==> src/rtl/rotor_2_reverse_if.sv <==
// Character stream bundle for the rotor II return stage: input handshake from
// the reflector side, output handshake towards the rotor I return stage.
interface rotor_2_reverse_if;
    localparam int unsigned CHAR_W = 8;
    localparam int unsigned OUT_W  = 16;

    logic              in_valid;
    logic              in_ready;
    logic [CHAR_W-1:0] rotor_in;
    logic              out_valid;
    logic              out_ready;
    logic [OUT_W-1:0]  rotor_out;

    modport slave (
        input  in_valid,
        input  rotor_in,
        input  out_ready,
        output in_ready,
        output out_valid,
        output rotor_out
    );

    modport master (
        output in_valid,
        output rotor_in,
        output out_ready,
        input  in_ready,
        input  out_valid,
        input  rotor_out
    );
endinterface

==> src/rtl/rotor_2_reverse.sv <==
// Enigma rotor II return path: inverse wiring at the current position and ring
// setting, own position register, two-stage valid/ready pipeline.
module rotor_2_reverse #(
    parameter int unsigned INIT_POS = 0,
    parameter int unsigned RING     = 0,
    parameter int unsigned NOTCH    = 4
) (
    input  logic                 clk,
    input  logic                 rst,
    input  logic                 load,
    input  logic [4:0]           load_pos,
    input  logic                 step,
    output logic                 carry_out,
    rotor_2_reverse_if.slave     bus
);
    localparam int unsigned POS_W  = 5;
    localparam int unsigned CHAR_W = 8;
    localparam int unsigned SUM_W  = 7;
    localparam int unsigned OUT_W  = 16;

    // Folds a value in 0..77 back into 0..25.
    function automatic logic [POS_W-1:0] mod26(input logic [SUM_W-1:0] v);
        logic [SUM_W-1:0] r;
        r = v;
        if (r >= SUM_W'(52))      r = r - SUM_W'(52);
        else if (r >= SUM_W'(26)) r = r - SUM_W'(26);
        return POS_W'(r);
    endfunction

    // Inverse rotor II wiring: AJPCZWRLFBDKOTYUQGENHXMIVS.
    function automatic logic [POS_W-1:0] inv_lut(input logic [POS_W-1:0] i);
        logic [POS_W-1:0] r;
        r = '0;
        case (i)
            5'd0:  r = 5'd0;   5'd1:  r = 5'd9;   5'd2:  r = 5'd15;  5'd3:  r = 5'd2;
            5'd4:  r = 5'd25;  5'd5:  r = 5'd22;  5'd6:  r = 5'd17;  5'd7:  r = 5'd11;
            5'd8:  r = 5'd5;   5'd9:  r = 5'd1;   5'd10: r = 5'd3;   5'd11: r = 5'd10;
            5'd12: r = 5'd14;  5'd13: r = 5'd19;  5'd14: r = 5'd24;  5'd15: r = 5'd20;
            5'd16: r = 5'd16;  5'd17: r = 5'd6;   5'd18: r = 5'd4;   5'd19: r = 5'd13;
            5'd20: r = 5'd7;   5'd21: r = 5'd23;  5'd22: r = 5'd12;  5'd23: r = 5'd8;
            5'd24: r = 5'd21;  5'd25: r = 5'd18;
            default: r = '0;
        endcase
        return r;
    endfunction

    logic [POS_W-1:0]  pos;
    logic              s1_valid;
    logic              s1_letter;
    logic [CHAR_W-1:0] s1_char;
    logic [POS_W-1:0]  s1_pos;
    logic [POS_W-1:0]  s1_idx;

    logic              s2_adv;
    logic              letter;
    logic [POS_W-1:0]  idx;
    logic [POS_W-1:0]  y;
    logic [CHAR_W-1:0] out_byte;

    // Pipeline control and per-stage arithmetic.
    always_comb begin
        s2_adv       = !bus.out_valid || bus.out_ready;
        bus.in_ready = !s1_valid || s2_adv;
        letter       = (bus.rotor_in >= CHAR_W'(65)) && (bus.rotor_in <= CHAR_W'(90));
        idx          = '0;
        if (letter)
            idx = mod26(SUM_W'(bus.rotor_in - CHAR_W'(65)) + SUM_W'(pos) + SUM_W'(26 - RING));
        y        = mod26(SUM_W'(inv_lut(s1_idx)) + SUM_W'(26) + SUM_W'(RING) - SUM_W'(s1_pos));
        out_byte = s1_letter ? (CHAR_W'(y) + CHAR_W'(65)) : s1_char;
    end

    // Position register; a load command (valid or not) suppresses the step.
    always_ff @(posedge clk or posedge rst) begin
        if (rst) begin
            pos       <= POS_W'(INIT_POS);
            carry_out <= 1'b0;
        end else begin
            carry_out <= !load && step && (pos == POS_W'(NOTCH));
            if (load) begin
                if (load_pos <= POS_W'(25)) pos <= load_pos;
            end else if (step) begin
                pos <= (pos == POS_W'(25)) ? '0 : pos + POS_W'(1);
            end
        end
    end

    // Stage 1: capture character, pre-update position and table index.
    always_ff @(posedge clk or posedge rst) begin
        if (rst) begin
            s1_valid  <= 1'b0;
            s1_letter <= 1'b0;
            s1_char   <= '0;
            s1_pos    <= '0;
            s1_idx    <= '0;
        end else if (bus.in_ready) begin
            s1_valid <= bus.in_valid;
            if (bus.in_valid) begin
                s1_letter <= letter;
                s1_char   <= bus.rotor_in;
                s1_pos    <= pos;
                s1_idx    <= idx;
            end
        end
    end

    // Stage 2: registered output, held while the consumer stalls.
    always_ff @(posedge clk or posedge rst) begin
        if (rst) begin
            bus.out_valid <= 1'b0;
            bus.rotor_out <= '0;
        end else if (s2_adv) begin
            bus.out_valid <= s1_valid;
            if (s1_valid)
                bus.rotor_out <= OUT_W'({CHAR_W'(s1_pos) + CHAR_W'(65), out_byte});
        end
    end
endmodule

==> src/flat_wrapper.sv <==
// flat-port wrapper written by rule: the top's interface ports become plain ports
module rotor_2_reverse_flat 
#(
    parameter int unsigned INIT_POS = 0,
    parameter int unsigned RING     = 0,
    parameter int unsigned NOTCH    = 4
)
  (clk, rst, load, load_pos, step, carry_out, bus_in_valid, bus_rotor_in, bus_out_ready, bus_in_ready, bus_out_valid, bus_rotor_out);
  rotor_2_reverse_if bus_i ();
  input  logic clk;
  input  logic rst;
  input  logic load;
  input  logic [4:0] load_pos;
  input  logic step;
  output logic carry_out;
  input wire logic [$bits(bus_i.in_valid)-1:0] bus_in_valid;
  input wire logic [$bits(bus_i.rotor_in)-1:0] bus_rotor_in;
  input wire logic [$bits(bus_i.out_ready)-1:0] bus_out_ready;
  output wire logic [$bits(bus_i.in_ready)-1:0] bus_in_ready;
  output wire logic [$bits(bus_i.out_valid)-1:0] bus_out_valid;
  output wire logic [$bits(bus_i.rotor_out)-1:0] bus_rotor_out;
  assign bus_i.in_valid = bus_in_valid;
  assign bus_i.rotor_in = bus_rotor_in;
  assign bus_i.out_ready = bus_out_ready;
  assign bus_in_ready = bus_i.in_ready;
  assign bus_out_valid = bus_i.out_valid;
  assign bus_rotor_out = bus_i.rotor_out;
  rotor_2_reverse #(.INIT_POS(INIT_POS), .RING(RING), .NOTCH(NOTCH)) u_core (.clk(clk), .rst(rst), .load(load), .load_pos(load_pos), .step(step), .carry_out(carry_out), .bus(bus_i));
endmodule
==> config.mk <==
export PLATFORM = sky130hd
export DESIGN_NAME = rotor_2_reverse_flat
export DESIGN_NICKNAME = d
export VERILOG_FILES = /design/src/rtl/rotor_2_reverse_if.sv /design/src/rtl/rotor_2_reverse.sv /design/src/flat_wrapper.sv
export SDC_FILE = /design/constraint.sdc
export NUM_CORES = 1
export LEC_CHECK = 0
export CORE_UTILIZATION = 50
export CTS_CLUSTER_SIZE = 25
export DETAILED_ROUTE_END_ITERATION = 8
export PLACE_DENSITY_LB_ADDON = 0.1
export SYNTH_ARGS = -nofsm -noshare
export SYNTH_HDL_FRONTEND = slang
export SYNTH_SLANG_ARGS = --single-unit
==> constraint.sdc <==
create_clock -name clk -period 11.14 [get_ports clk]
set_input_delay 1.671 -clock clk [delete_from_list [all_inputs] [get_ports clk]]
set_output_delay 1.671 -clock clk [all_outputs]
set_load 0.02 [all_outputs]
======== Yosys cells after proc, flatten, opt, wreduce, memory -nomap -nowiden ========
Memory sizes are Yosys's and may differ from the RTL's.
Cells that the tools add are included.
word-level totals
  register bits after elaboration ......... 43
  logic and storage cells ................. 54
  input port bits ......................... 19
  output and inout bits ................... 19
  bits in read-only memories .............. 160
  memories ................................ 1
operators by class
  equal/unequal tests ..................... 3
  reduce and logical (&&, ||, !) cells .... 12
  $add $sub $neg .......................... 12
  mux-type cells .......................... 10
  order comparisons ....................... 7
memories
  name             depth  bits a word  rd ports  clocked after Yosys merged registers in  wr ports  line                   RTL
  (no name shown)  32     5            1         0                                        0         rotor_2_reverse.sv:34  case (i)
operators by type and width
  operator             number
  $mux 5               9
  $sub 5x5->5 const B  4
  $add 5x7->8 const B  2
  $ge 7x5->1 const B   2
  $ge 7x6->1 const B   2
  $ge 8x7->1 const B   1
  $le 8x7->1 const B   1
  $mux 8               1
  $add 7x5->7          1
  $add 7x5->7 const B  1
  $sub 6x5->7          1
  $sub 7x7->7 const B  1
  $add 5x5->6 const B  1
  $reduce_and 2->1     3
  $add 5x1->5 const B  1
  $eq 5x3->1 const B   1
  $eq 5x5->1 const B   1
  $le 5x5->1 const B   1
  $logic_and 1x1->1    3
  $logic_not 1->1      3
  $logic_or 1x1->1     2
  $ne 2x1->1 const B   1
  $reduce_bool 2->1    1

======== Longest topological paths before layout ========
Gate-level depths: netlist of the first run.
An unclocked memory read counts as a cell.
  depth after elaboration ................. 8
  gate-level depth with buffers ........... 24
  depth with buffers taken out ............ 24

======== Least setup slack after synthesis of the first run ========
No wires, ideal clock.
  path type ............................... register to register
  start ................................... register u_core.s1_idx[2]
  end ..................................... register u_core.bus.rotor_out[4]
  data required time ...................... 11,071 ps
  period minus slack after synthesis ...... 4,498 ps
  arrival time ............................ 4,429 ps
  library setup time ...................... 69 ps
  cell stages (with the launch flop) ...... 24
  path buffers ............................ 1
  path slack .............................. 6,642 ps
  cell sequence ........................... dfrtp_1 clkbuf_1 inv_1 ha_1 nand2_1 o21ai_0 o21ai_0 ha_1 inv_1 ha_1 inv_1 fa_1 xnor2_2 inv_1 ha_1 a31oi_1 a221o_1 and2_1 nand2_1 xnor2_1 ha_1 nand3_1 or4_1 nand3_1
between the ends
  longest elaborated chain between the ends .. 8
  elaborated cells between the ends (all ways) .. 11
  those cells by class .................... add/sub (5); order compare (2); mux (3); memory (1)
ends and longest elaborated chain
  what                                       line                      RTL
  start, declared                            rotor_2_reverse.sv:52     logic [POS_W-1:0] s1_idx;
  start signal, assigned                     rotor_2_reverse.sv:101    s1_idx <= idx;
  $mem_v2 32x5 (*)                           n/a
  $add 5x5->6 (*)                            rotor_2_reverse.sv:68     y = mod26(SUM_W'(inv_lut(s1_idx)) + SUM_W'(26) + SUM_W'(RING) - SUM_W'(s1_pos));
  $sub 6x5->7 (*)                            rotor_2_reverse.sv:68
  $ge 7x5->1 or $sub 5x5->5 (tied branches)  rotor_2_reverse.sv:26     else if (r >= SUM_W'(26)) r = r - SUM_W'(26);
  $mux 5                                     rotor_2_reverse.sv:26
  $mux 5 (*)                                 rotor_2_reverse.sv:25     if (r >= SUM_W'(52)) r = r - SUM_W'(52);
  $add 5x7->8 (*)                            rotor_2_reverse.sv:69     out_byte = s1_letter ? (CHAR_W'(y) + CHAR_W'(65)) : s1_char;
  $mux 8 (*)                                 rotor_2_reverse.sv:69
  end signal, assigned                       rotor_2_reverse.sv:114    bus.rotor_out <= OUT_W'({CHAR_W'(s1_pos) + CHAR_W'(65), out_byte});
  end, declared                              rotor_2_reverse_if.sv:20  output rotor_out
Mark *: on every way between the ends. The rest lies on a longest branch, timed or not.
A chain may end at the register's enable or synchronous reset.

======== Worst setup path after layout of the first run ========
  start ................................... register u_core.s1_idx[1]
  end ..................................... register u_core.bus.rotor_out[4]
Same word-level chain as after synthesis.

==> impl_metrics.toml, run 1 <==
[synth]
synth.avg_cell_area_um2 = 8.76
synthFlopType = "dfrtp_1"
synth_cells = 386
synth_top_area_share_pct = 31.1
yosysUniqueCellTypes = 60
ys_seq_area_share_pct = 31.1
synth_edf_count = 0
synth_area_mm2 = 0.00338
async_flop_share_pct = 100
syn_nets = 450
synthTopCellsByArea = "dfrtp_1, ha_1, nand2_1, o21ai_0, inv_1"
ys_seq_elements = 42
yosys_warnings = 0
synth_commonest_cells = "nand2_1, inv_1, ha_1"
synth.most_common_cell = "nand2_1"
yosys.area.top_type = "dfrtp_1"

[timing]
skew_ns = 0.00320
setup_viol = 0
max_slew_margin_pct = 44.6
final.setup.tns_ns = 0
tightestPinTransition_ns = 0.830
period_needed_ns = 5.01
rsz0062_at_grt = "no"
max_freq_mhz = 199
min_period_over_period_pct = 45.0
hold_violations = 0
finalMaxSlewViolations = 0

[min_path]
hold_path_class = "register to register"
min_path_cells = 1

[clock_network]
htreeDepth = 2
tritoncts = "yes"
root_buffer = "clkbuf_8"
cts.sinks = 42
cts_resized = 0
worst_skew_pair.late_latency_ns = 0.29
ctsHoldBuffers = 0
cts_setup_buffers = 0
clockBufferDepth = 2
clkTransAtPathRegs_ns = 0.08
numCtsBuffers = 5

[setup_path]
cp_max_fo = 9
cp.required_ns = 11.37
cp.arrival_ns = 5.24
endpoint_kind = "register"
crit_type = "register to register"
r2r_cells = 23
worst_setup_path_start_kind = "register"

[grt]
grt_util_all_layers_pct = 21.0
grt_max_degree = 43
grt_overflow = 0
grt_pass1_vias = 2616
grt_pass1_wl_um = 12100
antenna_found_initial = 0

[routing]
wl_per_cell_um = 14.4
vias = 2784
first_pass_iters = 6
ant_nets = 0
drc = 10
routed_wl_um = 7110
via_per_inst = 5.62
drtIter0Drc = 144

[placed_design]
hpwl_um = 5650
placed_cells = 487
place_area_mm2 = 0.00378
place_congestion = 0.905
io_buffers = 36

[finish]
fin_nets = 481
final_cells = 495
drive_above_1_share_pct = 5.98
n_antenna_cell = 0
area_growth_pct = 15.0
postLayoutCellArea_mm2 = 0.00389
fillers = 567

[status]
status = "complete, but fails checks"
violations = "DRC"

[floorplan]
num_rows = 29
die-width_um = 84.2
pin_count = 38
initial_core_util_pct = 52.7
die_h_um = 84.2
core_area_mm2 = 0.00642
die_area_mm2 = 0.00710

[job]
maxCapViolations = 0

[pwr]
vdd_drop_max_uv = 165
p_leak_uw = 0.00178
power_uw = 1180
power.density_mw_per_mm2 = 304
where the power goes:
group          switching, uW  internal (uW)  total, uW
combinational            489            352        841
sequential              35.0            185        220
clock                   54.8           67.2        122
total                    579            604       1180
cells by family (layout without fill, tap and decap cells):
kind of cell,count (synthesis),count (layout),synth area share [%]
AOI/OAI and AO/OA,90,90,17.5
xor gates and xnor gates,14,14,3.85
adders and majority gates,45,45,17.1
buffers and inverters,59,91,7.14
DFF,42,42,31.1
muxes,21,21,6.84
other,1,1,0.111
and+or+nand+nor,114,114,16.4
state kept, by name, summed over array words and instances (netlist names):
| name | flops |
|---|---|
| u_core.s1_idx | 5 |
| u_core.s1_char | 8 |
| u_core.bus.out_valid | 1 |
| u_core.pos | 5 |
| u_core.bus.rotor_out | 15 |
| u_core.s1_valid | 1 |
| u_core.s1_letter | 1 |
| u_core.s1_pos | 5 |
| u_core.carry_out | 1 |
metrics by stage:
| stage | setup slack [ns] | hold slack [ns] | utilization [%] |
|---|---|---|---|
| finish | 6.13 | 0.468 | 60.6 |
| global route | 5.71 | 0.510 | 60.6 |
| CTS | 6.16 | 0.475 | 60.6 |
| detailed placement | 6.19 | 0.453 | 58.8 |
| global placement | 6.25 | 0.449 | 58.8 |
| floorplan | 6.64 | 0.442 | - |
critical path, cell delays in order, from the launching register on:
cell and delay (ns):
dfrtp_1 0.50, inv_1 0.15, ha_1 0.35, nor2_1 0.07, a32o_1 0.22, a21oi_1 0.12, o21ai_0 0.09, ha_1 0.19
inv_1 0.05, ha_1 0.17, inv_1 0.06, fa_1 0.45, xnor2_2 0.31, inv_1 0.16, ha_1 0.23, a31oi_1 0.19
a221o_1 0.27, and2_1 0.23, nand2_1 0.09, xnor2_1 0.14, ha_1 0.20, nand3_1 0.10, or4_1 0.49, nand3_1 0.10
cell type report:
class / count / area, um2 / share of cell area, %
Clock buffer: 5 / 68.8 / 1.77
Clock inverter: 3 / 43.8 / 1.13
Inverter: 46 / 173 / 4.44
Multi-Input combinational cell: 285 / 2090 / 53.7
Sequential cell: 42 / 1050 / 27.0
Tap cell: 77 / 96.3 / 2.48
Timing Repair Buffer: 37 / 368 / 9.46
cells in the final DEF, fill, tap and decap left out, types with 4 or more instances in the layout:
cell and n:
a211oi_1 4, a21oi_1 17, a32o_1 4, clkbuf_8 5, clkdlybuf4s50_1 36, dfrtp_1 42
ha_1 43, inv_1 46, mux2_2 7, mux2i_1 13, nand2_1 53, nand2b_1 5
nand3_1 14, nor2_1 14, o21ai_0 38, xnor2_1 8, xor2_1 5
per-layer routing:
layer	global-route usage (%)	share of wire [%]	vias to the layer above
met4	4.08	0.56	0
met3	2.95	4.2	6
met1	28.7	48	1298
li1	-	-	1407
met2	35.9	47	73
met5	0	0	-
final timing paths:
| check | from | to | slack (ns) |
|---|---|---|---|
| setup / recovery | u_core.s1_idx[1] | u_core.bus.rotor_out[4] | 6.13 |
| hold / removal | u_core.bus.rotor_out[14] | u_core.bus.rotor_out[14] | 0.47 |
| setup reg to reg | u_core.s1_idx[1] | u_core.bus.rotor_out[4] | 6.13 |
| hold reg to reg | u_core.bus.rotor_out[14] | u_core.bus.rotor_out[14] | 0.47 |
| max in group asynchronous | rst | u_core.s1_idx[4] | 8.96 |
| min in group asynchronous | rst | u_core.s1_valid | 1.81 |
Note: power is estimated with default switching activity, not from simulation.
==> run 2, diff against run 1 <==
==> constraint.sdc (replaced) <==
create_clock -name clk -period 4.13 [get_ports clk]
set_input_delay 0.6195 -clock clk [delete_from_list [all_inputs] [get_ports clk]]
set_output_delay 0.6195 -clock clk [all_outputs]
set_load 0.02 [all_outputs]
==> run 2 against run 1 <==
The run ends with DRC, setup timing left. Critical path depth down 1. Combinational power grew to 3.7 times the previous value. Register-to-register slack lost 6.2 ns. First-iteration DRC count fell by 2.1%. Die area unchanged. Critical path type unchanged. Highest routed layer unchanged.
==> impl_metrics.toml, run 2 (same netlist as run 1, synthesis figures left out) <==
[status]
status = "complete, but fails checks"
violations = "DRC, setup timing"

[routing]
vias = 2860
wl_per_cell_um = 14.6
drc = 13
ant_nets = 0
routed_wl_um = 7620
drtIter0Drc = 141
via_per_inst = 5.48
first_pass_iters = 6

[grt]
grt_pass1_wl_um = 12500
grt_overflow = 0
antenna_found_initial = 0
grt_util_all_layers_pct = 21.8
grt_max_degree = 29
grt_pass1_vias = 2729

[timing]
min_period_over_period_pct = 101
finalMaxSlewViolations = 0
rsz0062_at_grt = "yes"
tightestPinTransition_ns = 0.740
max_freq_mhz = 239
skew_ns = 0.00680
period_needed_ns = 4.18
setup_viol = 1
finalWorstSetupSlack_ns = -0.0546
max_slew_margin_pct = 50.5
final.setup.tns_ns = -0.0546
hold_violations = 0
holdWs_ns = 0.470

[finish]
n_antenna_cell = 0
final_cells = 522
drive_above_1_share_pct = 17.8
largest_register_ffs = 15
top_register = "u_core.bus.rotor_out"
fin_nets = 508
fillers = 541
final_cell_mix = "nand2_1, inv_1, dfrtp_1, clkdlybuf4s50_1, o21ai_0"
area_growth_pct = 25.5
postLayoutCellArea_mm2 = 0.00424
reg_top3 = "u_core.bus.rotor_out (15), u_core.s1_char (8)"
layout_commonest_cell = "nand2_1"

[pwr]
p_leak_uw = 0.00192
power_uw = 3980
vdd_drop_max_uv = 607
power.density_mw_per_mm2 = 938

[clock_network]
clockBufferDepth = 2
worst_skew_pair.late_latency_ns = 0.29
clkTransAtPathRegs_ns = 0.08
numCtsBuffers = 5
htreeDepth = 2
cts.sinks = 42
root_buffer = "clkbuf_8"
tritoncts = "yes"

[placed_design]
io_buffers = 36
placed_cells = 508
hpwl_um = 5880
place_area_mm2 = 0.00399
place_congestion = 0.881

[floorplan]
num_rows = 29
core_area_mm2 = 0.00642
pin_count = 38
die-width_um = 84.2
die_area_mm2 = 0.00710
die_h_um = 84.2
initial_core_util_pct = 52.7

[min_path]
hold_path_class = "register to register"

[setup_path]
cp.buffers_inverters = 5
cp.arrival_ns = 4.42
cpLargestDelayFamily = "adder cells"
endpoint_kind = "register"
worst_setup_path_start_kind = "register"
critPathSlowestCell = "or4_1"
cp_max_fo = 5
cp.required_ns = 4.36
crit_type = "register to register"
crit_chain = "inv_4 > ha_4 > nor2_2 > a32o_1 > a21oi_1 > o21ai_1 > ha_2 > inv_2 > ha_4 > inv_2 > fa_2 > xnor2_4 > inv_2 > ha_4 > a31oi_1 > a221o_1 > buf_6 > and3_1 > a32oi_2 > nand3_2 > or4_1 > nand3_1"
cp_slowest_stage_delay_ns = 0.52

[job]
maxCapViolations = 0
==> run 2: changes by cell type in the layout (fill, tap and decap cells not counted), sizes merged <==
cell,previous run,this run
inv,47,46
clkinvlp,0,1
clkinv,1,0
buf,1,28
clkbuf,5,6
==> run 2: worst paths after layout <==
check	from	endpoint	slack (ns)	cells after the start
setup / recovery	u_core.s1_idx[0]	u_core.bus.rotor_out[4]	-0.05	22
hold / removal	u_core.bus.rotor_out[6]	u_core.bus.rotor_out[6]	0.47	2
setup reg to reg	u_core.s1_idx[0]	u_core.bus.rotor_out[4]	-0.05	22
hold reg to reg	u_core.bus.rotor_out[6]	u_core.bus.rotor_out[6]	0.47	2
max in group asynchronous	rst	u_core.s1_idx[1]	2.58	3
min in group asynchronous	rst	u_core.s1_valid	0.72	2
==> run 2: cell type report <==
type	instances	area (um2)	share of cell area, %
Multi-Input combinational cell	285	2230	52.6
Timing Repair Buffer	64	574	13.5
Clock inverter	2	37.5	0.884
Sequential cell	42	1050	24.8
Inverter	46	178	4.19
Tap cell	77	96.3	2.27
Clock buffer	6	72.6	1.71
==> run 2: power by group <==
part	leakage (uW)	switching, uW	internal, uW
Clock	0.0000514	144	180
Sequential	0.000511	85.6	500
Combinational	0.00135	1580	1490
Total	0.00192	1810	2170
==> run 2: routing by layer <==
| metal | up-vias | routed length (um) | global-route usage, % | part of all wire, % |
|---|---|---|---|---|
| met2 | 58 | 3520 | 37.3 | 46 |
| li1 | 1460 | - | - | - |
| met1 | 1326 | 3710 | 29.1 | 49 |
| met5 | - | 0 | 0 | 0 |
| met3 | 16 | 284 | 3.34 | 3.7 |
| met4 | 0 | 95 | 4.86 | 1.2 |
==> run 2: worst min-delay path: stages (launching register included) <==
cell,delay (ns)
dfrtp_1,0.34
nand2_1,0.05
nand2_1,0.05
==> run 2: stage by stage <==
| stage | util [%] | worst slack [ns] |
|---|---|---|
| detailed placement | 62.2 | -0.0514 |
| finish | 66.1 | -0.0546 |
| CTS | 64.5 | 0.000203 |
| global route | 66.1 | -0.264 |
| floorplan | - | -0.0487 |
| global placement | 62.2 | 0.0318 |
==> run 2: timing repair <==
action / CTS / global route
pin swaps: 6 / 16
hold buffers: 0 / 0
buffers inserted: 2 / 5
resized for setup: 4 / 20
endpoints found under the setup margin: 1 / 3
